File: src/rtl/addsub_acc.sv
// ============================================================================
// addsub_acc : registered signed add/sub/accumulate with carry, overflow,
//              optional saturation and a saturating overflow counter. Rev 1.0
// ============================================================================
`default_nettype none

module addsub_acc #(
    parameter int N  = 8,
    parameter int CW = 4
) (
    input  logic          clk,
    input  logic          resetn,
    input  logic          in_valid,
    output logic          in_ready,
    input  logic [1:0]    op,
    input  logic          carryin,
    input  logic          sat_en,
    input  logic [N-1:0]  X,
    input  logic [N-1:0]  Y,
    input  logic          clr_count,
    output logic          out_valid,
    input  logic          out_ready,
    output logic [N-1:0]  S,
    output logic          carryout,
    output logic          overflow,
    output logic [N-1:0]  acc,
    output logic [CW-1:0] ovf_count
);

    localparam logic [1:0]    OP_ADD  = 2'b00;
    localparam logic [1:0]    OP_SUB  = 2'b01;
    localparam logic [1:0]    OP_ACC  = 2'b10;
    localparam logic [1:0]    OP_CLR  = 2'b11;
    localparam logic [N-1:0]  MAX_POS = {1'b0, {(N-1){1'b1}}};
    localparam logic [N-1:0]  MIN_NEG = {1'b1, {(N-1){1'b0}}};
    localparam logic [CW-1:0] CNT_MAX = {CW{1'b1}};

    logic          accept;
    logic [N-1:0]  opa;
    logic [N-1:0]  opb;
    logic          cin;
    logic [N:0]    sum;
    logic [N-1:0]  raw;
    logic          ovf_raw;
    logic [N-1:0]  res;

    assign in_ready = !out_valid || out_ready;
    assign accept   = in_valid && in_ready;

    // CLR feeds zeros with no carry, so the raw sum and flags come out 0.
    always_comb begin
        opa = '0;
        opb = '0;
        cin = 1'b0;
        unique case (op)
            OP_ADD: begin
                opa = X;
                opb = Y;
                cin = carryin;
            end
            OP_SUB: begin
                opa = X;
                opb = ~Y;
                cin = carryin;
            end
            OP_ACC: begin
                opa = acc;
                opb = X;
                cin = carryin;
            end
            OP_CLR: begin
                opa = '0;
                opb = '0;
                cin = 1'b0;
            end
            default: begin
                opa = '0;
                opb = '0;
                cin = 1'b0;
            end
        endcase
    end

    always_comb begin
        sum     = {1'b0, opa} + {1'b0, opb} + {{N{1'b0}}, cin};
        raw     = sum[N-1:0];
        ovf_raw = (opa[N-1] == opb[N-1]) && (raw[N-1] != opa[N-1]);
        res     = raw;
        if (sat_en && ovf_raw) begin
            res = opa[N-1] ? MIN_NEG : MAX_POS;
        end
    end

    always_ff @(posedge clk or negedge resetn) begin
        if (!resetn) begin
            S         <= '0;
            carryout  <= 1'b0;
            overflow  <= 1'b0;
            out_valid <= 1'b0;
        end else if (accept) begin
            S         <= res;
            carryout  <= sum[N];
            overflow  <= ovf_raw;
            out_valid <= 1'b1;
        end else if (out_ready) begin
            out_valid <= 1'b0;
        end
    end

    always_ff @(posedge clk or negedge resetn) begin
        if (!resetn) begin
            acc <= '0;
        end else if (accept) begin
            if (op == OP_ACC) begin
                acc <= res;
            end else if (op == OP_CLR) begin
                acc <= '0;
            end
        end
    end

    // Clear wins over a same-cycle increment and ignores the handshake.
    always_ff @(posedge clk or negedge resetn) begin
        if (!resetn) begin
            ovf_count <= '0;
        end else if (clr_count) begin
            ovf_count <= '0;
        end else if (accept && ovf_raw && (ovf_count != CNT_MAX)) begin
            ovf_count <= ovf_count + 1'b1;
        end
    end

endmodule

`default_nettype wire

File: config.mk
export PLATFORM = sky130hd
export DESIGN_NAME = addsub_acc
export DESIGN_NICKNAME = d
export VERILOG_FILES = /design/src/rtl/addsub_acc.sv
export SDC_FILE = /design/constraint.sdc
export NUM_CORES = 1
export LEC_CHECK = 0
export ABC_AREA = 1
export CAP_MARGIN = 20
export CORE_UTILIZATION = 56
export DETAILED_ROUTE_END_ITERATION = 16
export DONT_BUFFER_PORTS = 1
export GPL_TIMING_DRIVEN = 0
export PLACE_DENSITY_LB_ADDON = 0.08
export SLEW_MARGIN = 20
export SYNTH_ARGS = -nofsm -noshare
export SYNTH_HDL_FRONTEND = slang
export SYNTH_SLANG_ARGS = --single-unit
export TNS_END_PERCENT = 20
File: constraint.sdc
create_clock -name clk -period 6.4 [get_ports clk]
set_input_delay 0.96 -clock clk [delete_from_list [all_inputs] [get_ports clk]]
set_output_delay 0.96 -clock clk [all_outputs]
set_load 0.01 [all_outputs]
== Word level (Yosys, flattened, before mapping) ==
Index checks and enable logic that the tools add are counted.
Operators by class
  add/sub/neg operators: 3
  eq/ne operators: 6
  multiplexer cells: 11
  bitwise logic cells: 1
  reductions and logical operators: 14
Operators with widths (count)
  2-to-1 mux 8 bit: 4
  one-hot mux 8 bit (4 select lines): 1
  one-hot mux 8 bit (3 select lines): 1
  adder 8 x 8 -> 9 bit: 1
  adder 9 x 1 -> 9 bit: 1
  2-to-1 mux 4 bit: 2
  NOT 8 bit: 1
  nonzero test 2 bit: 3
  logical AND 1 bit: 5
  adder 4 x 1 -> 4 bit, second input constant: 1
  equality test 2 bit, second input constant: 2
  inequality test 4 bit, second input constant: 1
  OR reduction 3 bit: 1
  equality test 2 x 1 -> 1 bit, second input constant: 1
  logical NOT 2 bit: 1
  2-to-1 mux 1 bit: 2
  one-hot mux 1 bit (2 select lines): 1
  AND reduction 2 bit: 1
  OR reduction 2 bit: 1
  equality test 1 bit: 1
  logical NOT 1 bit: 1
  logical OR 1 bit: 1
  inequality test 1 bit: 1
Storage, ports and cells
  register bits after elaboration: 23
  bits of input ports: 25
  word-level logic and storage cells: 41

== Logic depth before layout (Yosys ltp) ==
  depth after elaboration: 11
  mapped depth: 17
  mapped depth without buffers: 17

== Worst setup path after synthesis ==
OpenSTA, ideal clock, no wires.
  kind: input to register
  start point: input op[1]
  end point: register acc[6]
  arrival: 2808 ps
  data required time: 6281 ps
  path slack: 3474 ps
  stages: 13
  path through: clkbuf_1 o21ai_0 o21ai_0 nor2_1 fa_1 fa_1 nand4_1 nand3_1 xor2_1 nand2_1 nand2_1 nand3_1 nand2_1
Between the ends
  word-level cells in the longest chain between the ends: 10
  elaborated cells on any way between the ends: 20
  those cells by class: add/sub: 2; eq/ne: 5; mux: 6; reduce/logical: 7
RTL lines
  start: declaration: line 15  | input logic [1:0] op,
  equality test 2 x 1 -> 1 bit or logical NOT 2 bit (tied branches): line 55  | unique case (op)
  OR reduction 2 bit (no source line)
  one-hot mux 8 bit (3 select lines): line 55
  adder 8 x 8 -> 9 bit: line 85  | sum = {1'b0, opa} + {1'b0, opb} + {{N{1'b0}}, cin};
  adder 9 x 1 -> 9 bit: line 85
  inequality test 1 bit: line 87  | ovf_raw = (opa[N-1] == opb[N-1]) && (raw[N-1] != opa[N-1]);
  logical AND 1 bit: line 87
  logical AND 1 bit: line 89  | if (sat_en && ovf_raw) begin
  2-to-1 mux 8 bit: line 89
  2-to-1 mux 8 bit: line 114  | if (op == OP_ACC) begin
  end signal: assignment: line 115  | acc <= res;
  end: declaration: line 26  | output logic [N-1:0] acc,
Several ways; a longest one is shown, not always the timed one.
A chain may end at the register's enable or synchronous reset.

== Worst setup path after layout ==
  start point: input op[1]
  end point: register ovf_count[2]
Between the ends
  word-level cells in the longest chain between the ends: 10
  elaborated cells on any way between the ends: 17
  those cells by class: add/sub: 2; eq/ne: 5; mux: 3; reduce/logical: 7
RTL lines
  equality test 2 x 1 -> 1 bit or logical NOT 2 bit (tied branches): line 55
  OR reduction 2 bit (no source line)
  one-hot mux 8 bit (3 select lines): line 55
  adder 8 x 8 -> 9 bit: line 85
  adder 9 x 1 -> 9 bit: line 85
  inequality test 1 bit: line 87
  logical AND 1 bit (*): line 87
  logical AND 1 bit (*) (2 in series): line 128  | end else if (accept && ovf_raw && (ovf_count != CNT_MAX)) begin
  nonzero test 2 bit (no source line) (*)
  end signal: assignment: line 129  | ovf_count <= ovf_count + 1'b1;
  end: declaration: line 27  | output logic [CW-1:0] ovf_count
Every way passes the cells marked *; elsewhere a longest branch is shown, timed or not.

==> run metrics <==
status complete, but fails checks; failing checks DRC; GPL Wtd Cong between 0.8 and 0.9; Hold Violations, Final 0; CTS Hold Bufs 0; CTS tree done; actual slew at the worst max-slew pin roughly 0.43 ns; layout cells sized above 1 0.117; f_max about 340 MHz; # H-tree levels 1; Main synth FF type dfrtp_1; Detailed Route WL about 3700 um; DR vias around 1.6k; YS warnings 0; largest area contributor in the netlist dfrtp_1; clock slew at reported path FFs approximately 0.12 ns; sequential area share after synthesis 0.332; CTS Sinks 23; Worst Setup Start Kind input pin; start-to-end type of the worst setup path input pin to flop; number of synthesized flops with an enable pin 0; placed insts 266; Worst-Skew Late Latency roughly 0.3 ns; Post-Syn Instances between 200 and 250; DR iter-0 viols 66; fin crit period 2.95 ns; initial antenna violation count 0; critical path endpoint category flop; setup TNS 0 ns; Synthesized Nets 270; Avg Inst Size Synth 7.37 um^2; Core Box Area 2850 um^2; fin area approximately 1800 um^2; CTS Buffer Depth 2; P_leak 0.990 nW; top cells by area, synth dfrtp_1 33%, nand2_1 20%, ha_1 5.8%; type of the tightest min-delay check input pin to asynchronous set/reset pin; die area between 3000 and 4000 um^2; Vert. Die Dim between 50 and 60 um; IO Count between 40 and 50; RSZ-0062 raised after global routing false; met3 usage 0.0670; Root Driver clkbuf_4; post-CTS resize count 0; Slew Viols, Final 0; #FFs+latches synth 23; largest net degree at the start of global routing 24; Max Cap Viol 0; CP Data Required Time between 6 and 7 ns; asr flop ratio synth 1.00; number of buffers created by CTS 3; Crit path arrival time ~3.2 ns; area occupied by multi-input gates 1070 um^2; Tcrit/Tclk final 0.461; Final ANT Viol Nets 0; post-DR vias/cell around 5.7; wire per inst approximately 14 um; ANT cells 0; hpwl dp slightly above 3000 um; die width 57.6 um; Netlist cell types 30; placed instance area approximately 1800 um^2; worst r2r src acc[0]$_DFFE_PN0P_; most frequent cell after synthesis nand2_1; Post-synth top cells 93 x nand2_1, 23 x dfrtp_1, 15 x nand3_1; first-pass GRT wire length 6250 um; Reg2Reg Setup Slack slightly above 4 ns; fill count 268; port buffer count 0; hold_ws 0.328 ns; DR DRC count 3; Max FO, Critical Path 10; synthesized cell area 1730 um^2; vias in the first global route around 1.5k; FP Rows 19; Setup Fix Bufs, Post-CTS 0; area delta synth->final 3.76%; peak supply drop 0.179 mV; GRT overflow 0; Pre-antenna DRT Iters 10; Initial Util 0.607; Nets roughly 280; P per Cell Area roughly 230 nW/um^2; Total GRT Usage 0.242; Final Non-Filler Cells 270; Global Route met1 Usage 0.295; slew margin rel. 0.711; Reg2Reg Depth 10; most crowded layer after global routing met2; post-layout util 0.630; reg2reg end S[6]$_DFFE_PN0P_; Storage cell area 576 um^2; Final Setup Violations 0; post-synth top area share 0.332; met2 usage 0.422; Worst Skew 0.00534 ns
-- worst max-delay path: stages --
cell      delay (ns)
inv_2           0.06
nor2_2          0.29
clkbuf_1        0.37
nand2_1         0.08
o21ai_0         0.09
ha_1            0.30
or2_4           0.26
nand3_2         0.09
nand2_2         0.10
nand2_4         0.10
nand3_4         0.07
nor2_4          0.12
nand2_4         0.08
nand2_1         0.10
nand2_1         0.06
nand2_1         0.06
-- stage by stage --
step	setup slack [ns]	power [mW]
global placement	3.15	0.349
CTS	3.48	0.418
finish	3.45	0.414
floorplan	3.47	0.322
detailed placement	3.15	0.353
global route	3.22	0.444
-- cell families after synthesis --
logic type	after synthesis	share of synthesized area
AND/OR/NAND/NOR	144	0.392
AO/OA/AOI/OAI	24	0.0867
buffers and inverters	24	0.0520
flip-flops	23	0.332
adder cells (fa/ha/maj)	10	0.0809
XOR/XNOR	6	0.0303
multiplexers	4	0.0260
-- layout by cell type, fill, tap and decap left out, drive strengths merged --
master	Yosys	routed
a21oi	3	3
o21ai	11	11
o22ai	7	7
a21boi	1	1
nand3	19	19
xor2	5	5
or2	1	1
mux2	4	4
inv	19	19
a22o	2	2
fa	2	2
clkinv	1	1
nand4	7	7
nor3	2	2
nand2	99	99
dfrtp	23	23
nor2	16	16
xnor2	1	1
clkbuf	4	8
ha	8	8
-- state kept, by name (all words and copies together), names as in the netlist --
| register | count |
|---|---|
| acc | 8 |
| overflow | 1 |
| carryout | 1 |
| S | 8 |
| ovf_count | 4 |
| out_valid | 1 |
-- routing by layer --
layer  share of wire  vias to the layer above
li1                -                      779
met1            0.43                      715
met2            0.48                       49
met3           0.073                        9
met4           0.018                        0
met5               0                        -
-- worst max path at each step --
| stage | endpoint | from | slack (ns) |
|---|---|---|---|
| finish | ovf_count[2]$_DFFE_PN0P_ | op[1] | 3.45 |
| global route | ovf_count[3]$_DFFE_PN0P_ | op[1] | 3.22 |
| CTS | acc[5]$_DFFE_PN0P_ | op[1] | 3.48 |
| detailed placement | acc[5]$_DFFE_PN0P_ | op[1] | 3.15 |
| global placement | acc[3]$_DFFE_PN0P_ | op[1] | 3.15 |
| floorplan | acc[6]$_DFFE_PN0P_ | op[1] | 3.47 |
-- power by group --
part	leakage (nW)	internal (mW)	switching (mW)
sequential	0.298	0.174	0.0387
clock	0.0150	0.0243	0.0399
combinational	0.678	0.0517	0.0849
-- final cells by class --
class	count	share of cell area
Sequential cell	23	0.320
Inverter	20	0.0418
Multi-Input combinational cell	188	0.593
Clock buffer	4	0.0146
Tap cell	31	0.0216
Buffer	4	0.00836
No activity file was read; power rests on OpenSTA's default activity.
==> edit 1, RTL diff (same flow settings) <==
Register the output `ovf_count` once more, cleared by the reset; this adds one clock of latency there. The other outputs are not delayed to match.
--- a/src/rtl/addsub_acc.sv
+++ b/src/rtl/addsub_acc.sv
@@ -36,2 +36,4 @@
     localparam logic [CW-1:0] CNT_MAX = {CW{1'b1}};
+
+    logic [CW-1:0] ovf_count_s0;
 
@@ -124,7 +126,15 @@
         if (!resetn) begin
+            ovf_count_s0 <= '0;
+        end else if (clr_count) begin
+            ovf_count_s0 <= '0;
+        end else if (accept && ovf_raw && (ovf_count_s0 != CNT_MAX)) begin
+            ovf_count_s0 <= ovf_count_s0 + 1'b1;
+        end
+    end
+
+    always_ff @(posedge clk or negedge resetn) begin
+        if (!resetn) begin
             ovf_count <= '0;
-        end else if (clr_count) begin
-            ovf_count <= '0;
-        end else if (accept && ovf_raw && (ovf_count != CNT_MAX)) begin
-            ovf_count <= ovf_count + 1'b1;
+        end else begin
+            ovf_count <= ovf_count_s0;
         end
Function: changed (Yosys sat finds a counterexample within 4 cycles, from zero or initial values and one cycle with resetn low).
==> edit 1 against the unedited design <==
- total power up 7.9%
- sequential cell count up 4
- clock skew up 0.00082 ns
- design area up 5.6%
- critical endpoint is now ovf_count_s0[3]
- count of clock-buffer cells in the layout unchanged
- critical path depth up 1
- largest cell class unchanged
- routed wire length up 0.62%
- highest routed layer unchanged
- setup slack worse by 0.059 ns
- non-clock buffer count unchanged
- area after synthesis up 4.8%
- sequential power up 14%
- register-to-register slack worse by 0.04 ns
- global-route usage down 0.096 points
==> edit 1: results (changes against the unedited design) <==
- Crit-path max cell delay: 0.41 ns (+0.04 ns)
- DRT Wirelength: 3.72 mm (+0.62%)
- End point of the critical path: ovf_count_s0[3]
- Largest regs: S (8), acc (8)
- Clock transition at path regs: between 0.1 and 0.15 ns
- Status: completed
- FILL cells: 300 (+12%)
- Final #Nets: 278 (+1.1%)
- M1 WL: 1.78 mm (+11%)
- Placer Congestion: 0.857 (+1.3%)
- Setup WS pre-CTS: 3.08 ns (-0.0620 ns)
- Final min period: 3.01 ns (+0.0586 ns)
- Syn. warnings: 0 (unchanged)
- Commonest cells post-synth: nand2_1 (93), dfrtp_1 (27), nand3_1 (17), inv_1 (15), nor2_1 (14)
- Met3 Resource Use GR: 0.0527 (-0.0142)
- Seq/Total Area, Yosys: 0.372 (+0.0398)
- Unique cell type count in the Yosys netlist: 29 (-3.3%)
- Reg2reg setup slack: 4.00 ns (-0.04 ns)
- Vias per inst: 5.46 (-5.0%)
- H-tree levels: 1 (unchanged)
- Switching pwr: 169 uW (+3.5%)
- Slowest-stage cell, CP: nor2_1
- Met3 routed WL: 247 um (-8.2%)
- Max transition margin: 0.659 (-0.0520)
- Clock skew: 0.00616 ns (+0.000822 ns)
- Met2 WL: 1.69 mm (-4.4%)
- Grt ovf: 0 (unchanged)
- Vias in the first global route: 1452 (-3.8%)
- First-pass GRT wire length: 6.40 mm (+2.4%)
- Post-synth net total: 273 (+1.1%)
- Layout cell share with drive strength beyond 1: 0.103 (-0.0138)
- Maximum vdd drop: 182 uV (+2.1%)
- Leakage: 0.00104 uW (+5.4%)
- Register-to-Register Path Depth: 10 (unchanged)
- M1 GR Usage: 0.344 (+0.0492)
- Met2 Track Usage GR: 0.385 (-0.0372)
- Pwr/cell area: 235 mW/mm^2 (+2.2%)
- Pin count of the biggest net entering global routing: 28 (+17%)
- Post-DP Area: 0.00187 sq mm (+5.7%)
- Area of the multi-input gates: 0.00105 sq mm (-1.3%)
- Mean post-synth cell area: 7.63 sq um (+3.5%)
- Worst-skew pair later-pin latency: about 0.31 ns
- Share of the synthesized area in the top cell type: 0.372 (+0.0398)
- Hold WS: 0.316 ns (-0.0121 ns)
- Root Buffer: clkbuf_4
- Reg2reg end: S[6]
- Reg2Reg Launch Point: acc[0]
- DR iter-0 viols: 70 (+6.1%)
- Pre-Repair DR Iteration Count: 4 (-6)
- Tot GR Track Use: 0.241 (-0.000960)
- Fin cells: 286 (+5.9%)
- Area contributors post-synth: dfrtp_1 (37%), nand2_1 (19%), ha_1 (5.5%)
- Critical path data arrival time: 3.27 ns (+0.06 ns)
- DP HPWL: 3.00 mm (-1.9%)
edit 1: cell families after synthesis:
group | share of synthesized area
AO/OA/AOI/OAI | 0.0827
XOR/XNOR | 0.0289
adder cells (fa/ha/maj) | 0.0772
buffers and inverters | 0.0482
flip-flops | 0.372
multiplexers | 0.0248
AND/OR/NAND/NOR | 0.366
edit 1: final cells by class:
cell class / instances / area share
flip-flops and latches: 27 / 0.356
plain buffers: 4 / 0.00858
clock buffers: 4 / 0.0139
well taps: 44 / 0.0290
inverters: 19 / 0.0376
multi-input cells: 188 / 0.555
edit 1: power by group through the flow:
| stage | Sequential [uW] | Combinational (uW) | Clock, uW |
|---|---|---|---|
| 2_1_floorplan | 238 | 112 | 0 |
| 4_1_cts | 242 | 136 | 72.1 |
| 3_5_place_dp | 246 | 135 | 0 |
| 5_1_grt | 246 | 157 | 79.5 |
| 6_report | 242 | 136 | 69.6 |
| 3_3_place_gp | 245 | 134 | 0 |
==> edit 2, RTL diff (same settings) <==
Made on the original files. `N`: 8 -> 4.
--- a/src/rtl/addsub_acc.sv
+++ b/src/rtl/addsub_acc.sv
@@ -7,3 +7,3 @@
 module addsub_acc #(
-    parameter int N  = 8,
+    parameter int N  = 4,
     parameter int CW = 4
Ports: changed (resized S, X, Y and acc); port bits go from 49 to 33. The function was not compared with the original's and may differ.
==> edit 2 against the unedited design <==
- first-iteration DRC count shrank 76%
- sequential cell count down 8
- routed wire length is 41% lower
- total power shrank 35%
- sequential share of layout area up 1.2 points
- setup slack improved by 0.24 ns
- sequential power down 37%
- critical path depth shrank 5
- global-route usage is 0.73 points higher
- design area decreased by 37%
- area after synthesis is 38% lower
- critical path type unchanged
==> edit 2: results (changes against the unedited design) <==
- Status: completed
- Drt wl/cell: 12.6 um (-7.8%)
- Root Buffer: clkbuf_4
- Placer Congestion: 0.806 (-4.7%)
- Unique cell type count in the Yosys netlist: 26 (-13%)
- Delay-heaviest family, CP: adder cells
- Crit-path max cell delay: 0.46 ns (+0.09 ns)
- Worst slew pin tran: 0.439 ns (+0.00651 ns)
- DP HPWL: 1.75 mm (-43%)
- Pin count of the biggest net entering global routing: 16 (-33%)
- Slowest-stage cell, CP: fa_1
- Reg2reg setup slack: 4.35 ns (+0.31 ns)
- Seq/Total Area, Yosys: 0.350 (+0.0177)
- Pre-Repair DR Iteration Count: 4 (-6)
- Initial antenna violation count: 0 (unchanged)
- Register-to-Register Path Depth: 9 (-1)
- First-pass GRT wire length: 3.66 mm (-41%)
- Area contributors post-synth: dfrtp_1 (35%), nand2_1 (17%), inv_1 (6.3%)
- FILL cells: 173 (-35%)
- Clock skew: 0.00590 ns (+0.000554 ns)
- Post-DP Area: 0.00110 sq mm (-38%)
- DRT Wirelength: 2.20 mm (-41%)
- Crit. Startpoint: op[1]
- Largest regs: S (4), acc (4), ovf_count (4)
- Sw Share: 0.384 (-0.0116)
- Reg2Reg Launch Point: acc[0]
- Layout cell share with drive strength beyond 1: 0.107 (-0.00977)
- Tot GR Track Use: 0.249 (+0.00730)
- Reg2reg end: acc[2]
- Synth Instances: 145 (-38%)
- Vias in the first global route: 888 (-41%)
- Final #Nets: 173 (-37%)
- Clock transition at path regs: 0.09 ns (-0.03 ns)
- Leakage: 0.000623 uW (-37%)
- Critical path data arrival time: 2.96 ns (-0.25 ns)
- Maximum vdd drop: 187 uV (+4.4%)
- Commonest cells post-synth: nand2_1 (49), inv_1 (18), dfrtp_1 (15), nand3_1 (12), nor2_1 (10)
- DR iter-0 viols: 16 (-76%)
- Final hold vios: 0 (unchanged)
[edit 2: cell types whose count changed in the layout (fill, tap and decap cells not counted), sizes merged, moves of 3 or more]
cell,before,now
nand2,99,55
xor2,5,2
nand4,7,4
dfrtp,23,15
o22ai,7,2
ha,8,4
clkbuf,8,4
nor2,16,11
nand3,19,13
mux2,4,0
o21ai,11,7
[edit 2: routing by layer]
metal / vias to the layer above / routed length, um / GRT usage
met3: 4 / 163 / 0.0952
met5: - / 0 / 0
li1: 473 / - / -
met4: 0 / 30 / 0.0706
met2: 27 / 986 / 0.389
met1: 423 / 1020 / 0.322
[edit 2: power groups by stage]
stage,clock network [uW],registers [uW],logic (uW)
after floorplan,0,133,65.2
after global placement,0,136,75.1
after detailed placement,0,138,78.3
after CTS,55.9,136,78.9
after global routing,62.6,139,90.7
final,53.8,135,78.6
[edit 2: worst min path at each step]
stage,startpoint,endpoint,slack [ns],cells past startpoint
2_1_floorplan,S[0],S[0],0.52,2
3_3_place_gp,S[3],S[3],0.53,2
3_5_place_dp,S[1],S[1],0.54,2
4_1_cts,resetn,S[3],0.34,0
5_1_grt,resetn,S[3],0.32,0
6_report,resetn,S[3],0.35,0
[edit 2: kinds of logic (layout without fill, tap and decap cells)]
kind of cell | count (synthesis) | count (layout) | share of synthesized area
fa+ha+maj | 6 | 6 | 0.0840
buf+inv | 21 | 25 | 0.0735
flops | 15 | 15 | 0.350
xor+xnor | 3 | 3 | 0.0245
compound gates | 15 | 15 | 0.0852
simple gates | 85 | 85 | 0.383
[edit 2: cell type report]
cell class | instances | area (sq um) | share of cell area
Buffer | 1 | 3.75 | 0.00332
Clock buffer | 3 | 22.5 | 0.0199
Clock inverter | 1 | 5.00 | 0.00442
Inverter | 20 | 75.1 | 0.0664
Multi-Input combinational cell | 109 | 618 | 0.546
Sequential cell | 15 | 375 | 0.332
Tap cell | 25 | 31.3 | 0.0277
[edit 2: stage by stage]
stage	hold slack (ns)	utilization	worst slack [ns]	total power, uW
3_5_place_dp	0.536	0.626	3.38	216
2_1_floorplan	0.515	-	3.58	198
5_1_grt	0.317	0.641	3.49	292
4_1_cts	0.343	0.641	3.69	271
3_3_place_gp	0.532	0.626	3.44	212
6_report	0.350	0.641	3.68	268
